--- src/rtl/riscv_mem_wb.sv ---
// MEM/WB pipeline register: load alignment/extension, write-back select, register file write port.
// Optional retired-instruction counter enabled by defining RETIRE_CNT_EN.
module riscv_mem_wb #(
    parameter int unsigned XLEN       = 32,
    parameter int unsigned REG_ADDR_W = 5,
    parameter int unsigned INSTRET_W  = 64
) (
    input  logic                  clk,
    input  logic                  rst,
    input  logic                  mem_valid_i,
    input  logic [REG_ADDR_W-1:0] mem_rd_idx_i,
    input  logic                  mem_rd_we_i,
    input  logic                  mem_load_i,
    input  logic [2:0]            mem_ld_funct3_i,
    input  logic [1:0]            mem_addr_lo_i,
    input  logic [XLEN-1:0]       mem_alu_res_i,
    input  logic [XLEN-1:0]       mem_rdata_i,
    input  logic                  stall_i,
    input  logic                  flush_i,
    output logic [REG_ADDR_W-1:0] rd_idx_o,
    output logic                  rd_we_o,
    output logic [XLEN-1:0]       rd_val_o,
    output logic                  wb_valid_o,
    output logic [INSTRET_W-1:0]  instret_o
);

    localparam int unsigned BYTE_W = 8;
    localparam int unsigned HALF_W = 16;

    logic [BYTE_W-1:0] byte_sel;
    logic [HALF_W-1:0] half_sel;
    logic [XLEN-1:0]   load_val;
    logic              legal_load;
    logic [XLEN-1:0]   wb_val;
    logic              wb_we;

    // Load alignment and extension; reserved funct3 kills the write and zeroes the value
    always_comb begin
        load_val   = '0;
        legal_load = 1'b1;
        byte_sel   = mem_rdata_i[{mem_addr_lo_i, 3'b000} +: BYTE_W];
        half_sel   = mem_addr_lo_i[1] ? mem_rdata_i[2*HALF_W-1:HALF_W] : mem_rdata_i[HALF_W-1:0];
        if (mem_load_i) begin
            case (mem_ld_funct3_i)
                3'b000:  load_val = {{(XLEN-BYTE_W){byte_sel[BYTE_W-1]}}, byte_sel};
                3'b001:  load_val = {{(XLEN-HALF_W){half_sel[HALF_W-1]}}, half_sel};
                3'b010:  load_val = mem_rdata_i;
                3'b100:  load_val = {{(XLEN-BYTE_W){1'b0}}, byte_sel};
                3'b101:  load_val = {{(XLEN-HALF_W){1'b0}}, half_sel};
                default: legal_load = 1'b0;
            endcase
        end
    end

    assign wb_val = mem_load_i ? load_val : mem_alu_res_i;
    assign wb_we  = mem_valid_i & mem_rd_we_i & (mem_rd_idx_i != '0) & legal_load;

    // WB slot: flush kills, stall holds, otherwise capture
    always_ff @(posedge clk or posedge rst) begin
        if (rst) begin
            wb_valid_o <= 1'b0;
            rd_we_o    <= 1'b0;
            rd_idx_o   <= '0;
            rd_val_o   <= '0;
        end else if (flush_i) begin
            wb_valid_o <= 1'b0;
            rd_we_o    <= 1'b0;
        end else if (!stall_i) begin
            wb_valid_o <= mem_valid_i;
            rd_we_o    <= wb_we;
            rd_idx_o   <= mem_rd_idx_i;
            rd_val_o   <= wb_val;
        end
    end

`ifdef RETIRE_CNT_EN
    // Counts instructions entering WB; wraps naturally at full width
    always_ff @(posedge clk or posedge rst) begin
        if (rst) begin
            instret_o <= '0;
        end else if (mem_valid_i && !stall_i && !flush_i) begin
            instret_o <= instret_o + INSTRET_W'(1);
        end
    end
`else
    assign instret_o = '0;
`endif

endmodule

--- config.mk ---
export PLATFORM = sky130hd
export DESIGN_NAME = riscv_mem_wb
export DESIGN_NICKNAME = d
export VERILOG_FILES = /design/src/rtl/riscv_mem_wb.sv
export SDC_FILE = /design/constraint.sdc
export NUM_CORES = 1
export LEC_CHECK = 0
export BUFFER_PORTS_ARGS = -buffer_cell sky130_fd_sc_hd__buf_2
export CAP_MARGIN = 20
export CORE_MARGIN = 10
export CORE_UTILIZATION = 40
export CTS_CLUSTER_DIAMETER = 50
export CTS_CLUSTER_SIZE = 25
export DETAILED_ROUTE_END_ITERATION = 12
export HOLD_SLACK_MARGIN = 0.1
export PLACE_DENSITY_LB_ADDON = 0.3
export REMOVE_ABC_BUFFERS = 1
export SETUP_SLACK_MARGIN = 0.1
export SYNTH_ARGS = -nofsm -noshare
export SYNTH_HDL_FRONTEND = slang
export SYNTH_SLANG_ARGS = --single-unit
--- constraint.sdc ---
create_clock -name clk -period 1.99 [get_ports clk]
set_input_delay 0.2985 -clock clk [delete_from_list [all_inputs] [get_ports clk]]
set_output_delay 0.2985 -clock clk [all_outputs]
set_load 0.005 [all_outputs]
# --- Yosys cells after proc, flatten, opt, wreduce, memory -nomap -nowiden ---
# Cells that the tools add are included.
totals:
  register_bits: 39
  in_bits: 81
  output_inout_bits: 103
  wordCells: 28
classes:
  n_eq_ne: 5
  shift: 1
  muxes: 9
  n_bitwise: 5
  reduce_logical: 4
ops:
  columns: ["op", "n"]
  rows:
  - ["case mux 32 bit (5 select lines)", 1]
  - ["two-way mux 32 bit", 1]
  - ["indexed part select 32 x 6 -> 8 bit", 1]
  - ["two-way mux 16 bit", 1]
  - ["== test 3 bit, second input constant", 2]
  - ["two-way mux 1 bit", 6]
  - ["nonzero test 5 bit", 1]
  - ["OR reduction 5 bit", 1]
  - ["bitwise AND 1 bit", 3]
  - ["== test 3 x 1 -> 1 bit, second input constant", 1]
  - ["== test 3 x 2 -> 1 bit, second input constant", 1]
  - ["logical NOT 3 bit", 1]
  - ["inequality test 2 x 1 -> 1 bit, second input constant", 1]
  - ["inverter 1 bit", 2]
  - ["AND reduction 2 bit", 1]

# --- Longest topological paths before layout ---
logic_depth:
  depth_word: 7
  ltp_mapped: 7
  depth_no_buf: 4

# --- Worst setup path after synthesis ---
# No wires, ideal clock.
synth_timing:
  kind: "input-to-reg"
  from: "input port mem_ld_funct3_i[0]"
  to: "register rd_val_o[1]"
  arrival_time_ns: 1.418
  t_required_ns: 1.864
  slack_ns: 0.445
  cell_stages: 6
  n_path_buf: 2
  path_cell_list: "buf_6 -> nand2b_4 -> buf_6 -> a21o_2 -> and3b_4 -> a221o_2"
synth_between:
  elab_chain_len: 3
synth_lines:
  columns: ["element", "line_no", "source"]
  rows:
  - ["start: declaration", "14", "input logic [2:0] mem_ld_funct3_i,"]
  - ["== test 3 bit, or another cell as far along", "44", "case (mem_ld_funct3_i)"]
  - ["case mux 32 bit (5 select lines) (*)", "44", null]
  - ["two-way mux 32 bit (*)", "55", "assign wb_val = mem_load_i ? load_val : mem_alu_res_i;"]
  - ["end signal: assignment", "72", "rd_val_o <= wb_val;"]
  - ["end: declaration", "22", "output logic [XLEN-1:0] rd_val_o,"]
# Every way passes the cells marked *; elsewhere a longest branch is shown, timed or not.
# A chain may end at the register's enable or synchronous reset.

# --- Final worst setup path ---
layout_timing:
  from: "input port mem_addr_lo_i[1]"
  to: "register rd_val_o[8]"
layout_between:
  elab_chain_len: 3
layout_lines:
  columns: ["element", "line_no", "source"]
  rows:
  - ["start: declaration", "15", "input logic [1:0] mem_addr_lo_i,"]
  - ["indexed part select 32 x 6 -> 8 bit / two-way mux 16 bit (equally long branches)", "41, 42", null]
  - ["case mux 32 bit (5 select lines) (*)", "44", null]
  - ["two-way mux 32 bit (*)", "55", null]
# Marked as above.

==> results.rst <==
.. list-table::
   :header-rows: 1

   * - Metric
     - Value
   * - Slack of the worst reg-to-reg path
     - a little over 1 ns
   * - RSZ-0062 raised after global routing
     - false
   * - Clock tree from TritonCTS
     - done
   * - Overall power after layout
     - ~2.2 mW
   * - Clock transition time at the flip-flop clock pins of the worst setup and hold paths
     - approximately 0.08 ns
   * - Setup slack after placement
     - approximately 0.21 ns
   * - Floorplan Core Area
     - 7180 um2
   * - Fin crit period
     - roughly 1.5 ns
   * - Port-buffer cells
     - ~120
   * - 1st-pass router iterations
     - 4
   * - Setup TNS after final layout
     - 0 ns
   * - Clock Sink Count
     - 39
   * - Count of placed standard cells in the final layout, fillers left out
     - 550
   * - Post-DR vias/cell
     - between 5 and 6
   * - Status
     - finished clean
   * - Combinational power share
     - 31.2%
   * - Seq cells post-synth
     - 39
   * - Final WL
     - about 10 mm
   * - Main synth FF type
     - dfrtp_1
   * - YS warnings
     - 0
   * - Kind of capture point of the worst setup path
     - flip-flop
   * - Switching Share
     - roughly 33%
   * - Number of placed instances, taps included
     - 541
   * - Slew Limit Headroom
     - approximately 49%
   * - Top fanout value on the critical path
     - 9
   * - Leak
     - about 1.8 nW
   * - Global-route congestion overflow total
     - 0
   * - Via total after detailed routing
     - between 2k and 3k
   * - Capture point of the worst reg-to-reg path
     - rd_val_o[2]
   * - Final setup violation count
     - 0
   * - Final setup skew
     - 0 ns
   * - Synth top area cells
     - dfrtp_1 33%, buf_4 17%, a21oi_1 6.7%
   * - Detailed-route wire length per cell
     - between 15 and 20 um
   * - Nature of the critical path startpoint
     - input pin
   * - Highest ir drop seen on vdd
     - 284 uV
   * - Number of resized instances in the post-cts repair step
     - 0
   * - Buffer depth of the longest clock path
     - 2
   * - Seq/Total Area, Yosys
     - between 30% and 40%
   * - Largest net degree at the start of global routing
     - 34
   * - TritonCTS buffer count
     - 5
   * - Boundary Pins
     - roughly 180
   * - Number of antenna violations at the first check in global routing
     - 0
   * - P_sw
     - 0.717 mW
   * - Cell Area, Synth
     - slightly below 3000 um2
   * - ANT nets after route
     - 0
   * - Crit path kind
     - in2reg
   * - Root Buffer
     - clkbuf_8
   * - Post-detailed-placement half-perimeter wirelength
     - about 8.1 mm
   * - Worst-margin pin slew
     - between 0.7 and 0.8 ns
   * - Post-synthesis area per instance
     - about 8.7 um2
   * - Reported max-cap violation count
     - 0
   * - DIE AREA
     - about 11,000 um2
   * - Hold/Removal Path Class
     - in2async
   * - Post-synth cell types
     - 43
   * - Clock group share of total power
     - 24.4%
   * - Register share of total power
     - between 40 and 50%
   * - Reg-to-reg critical path startpoint
     - rd_val_o[2]
   * - Required time of the worst setup path
     - 2.15 ns
   * - Wire length of the first global-routing pass
     - ~16 mm
   * - Cell taking the most area after synthesis
     - dfrtp_1
   * - Highest attainable clock frequency
     - between 0.6 and 0.7 GHz
   * - Post CTS Setup Buffer Count
     - 0
   * - Worst setup margin
     - ~0.52 ns
   * - Number of nets at the end of the flow
     - between 500 and 600
   * - Synthesized instance count
     - ~340
   * - Starting density of the core
     - between 40% and 50%
   * - Signal arrival time at the worst endpoint
     - 1.62 ns
   * - Worst skew pair latency
     - between 0.2 and 0.3 ns
   * - Reg2reg path depth
     - 3
   * - Fraction of layout instances using a drive strength above 1
     - a little over a third
   * - Commonest cells in the synthesized netlist
     - 65 x buf_4, 39 x a21oi_1, 39 x dfrtp_1
   * - Number of hold buffers added after cts
     - 0
   * - Max H-tree Level
     - 2
   * - Slew Viols, Final
     - 0
   * - Die Width
     - ~110 um
   * - Int Pwr
     - about 1.5 mW
   * - Gr usage total
     - roughly 17%
   * - Post-synthesis to final-layout area growth
     - 18.7%
   * - Areal power density over the cells
     - about 630 nW/um2
   * - Final hold viol count
     - 0
   * - EDFF count, synth
     - 0
   * - Final critical-path share of the clock period
     - approximately three quarters
   * - Final weighted congestion in routability-driven placement
     - 0.852
   * - Count of unresolved DRC violations after routing
     - 0
   * - Site row count
     - 31
   * - Synth top area share
     - between 30 and 40%
   * - Via count of the first global-routing pass
     - 2,977
   * - Iteration-0 DRC count of the detailed router
     - approximately 160
   * - Most instantiated library cell after synthesis
     - buf_4
   * - Die height
     - ~110 um
   * - Async SR Flop Fraction
     - 100%
==> how the worst max path moves through the flow <==
stage | startpoint | endpoint | slack [ns] | depth (start not counted)
final | mem_addr_lo_i[1] | rd_val_o[8] | 0.52 | 5
after global routing | mem_addr_lo_i[1] | rd_val_o[8] | 0.38 | 5
after CTS | mem_addr_lo_i[1] | rd_val_o[8] | 0.53 | 5
after detailed placement | mem_addr_lo_i[1] | rd_val_o[8] | 0.21 | 5
after global placement | mem_addr_lo_i[1] | rd_val_o[8] | 0.25 | 5
after floorplan | flush_i | rd_val_o[1] | 0.07 | 4
==> power groups by stage <==
stage	sequential, mW	combinational [mW]	clock [mW]
finish	0.965	0.680	0.531
global route	0.979	0.756	0.581
CTS	0.965	0.678	0.548
detailed placement	0.981	0.675	0
global placement	0.977	0.666	0
floorplan	0.992	0.310	0
==> area by class of cell <==
type / count / area (um2)
repair buffers: 131 / 698
well taps: 99 / 124
diodes: 1 / 2.50
clock inverters: 1 / 5.00
clock buffers: 7 / 76.3
multi-input cells: 270 / 1570
flip-flops and latches: 39 / 976
fillers: 727 / 3710
inverters: 2 / 7.51
==> layout by cell type (no fill, tap or decap), types with 3 or more instances in the layout <==
| cell type | netlist | final |
|---|---|---|
| buf_2 | 5 | 119 |
| conb_1 | 1 | 64 |
| a21oi_1 | 39 | 39 |
| dfrtp_1 | 39 | 39 |
| nand2_1 | 32 | 32 |
| nor2_1 | 25 | 25 |
| a21o_1 | 16 | 16 |
| o22ai_1 | 16 | 16 |
| a221oi_1 | 11 | 11 |
| buf_4 | 65 | 11 |
| o21ai_0 | 10 | 10 |
| mux2i_1 | 10 | 10 |
| a222oi_1 | 6 | 6 |
| clkbuf_8 | 1 | 5 |
| o211ai_1 | 4 | 4 |
| a221o_2 | 4 | 4 |
| nand3_1 | 3 | 3 |
| a32oi_1 | 3 | 3 |
==> cell families after synthesis <==
kind of cell	share of synthesized area [%]
flops	33.5
mux	5.75
buf+inv	20.9
compound gates	26.6
simple gates	13.2
other cells	0.129
==> metal layers <==
layer  GRT usage [%]  vias up  part of all wire [%]
met3            4.69       13                   8.5
met4            6.47        0                   2.0
met5               0        -                     0
met2            29.7      153                    51
met1            19.4     1354                    38
li1                -     1314                     -
==> registers in the layout (all words and copies together) (netlist names) <==
register    cells
rd_val_o       32
rd_idx_o        5
rd_we_o         1
wb_valid_o      1
==> stage by stage <==
step,hold slack [ns],util [%],instance area (um2)
after floorplan,0.362,-,2550
after global placement,0.457,47.1,3380
after detailed placement,0.462,47.1,3380
after CTS,0.154,48.2,3460
after global routing,0.194,48.2,3460
final,0.130,48.2,3460
==> worst max-delay path: stages <==
cell and delay, ns:
buf_2 0.20, mux4_2 0.54, nor4b_4 0.15, nor2_2 0.29, a221oi_1 0.15
Power figures use the tool's default switching activity.
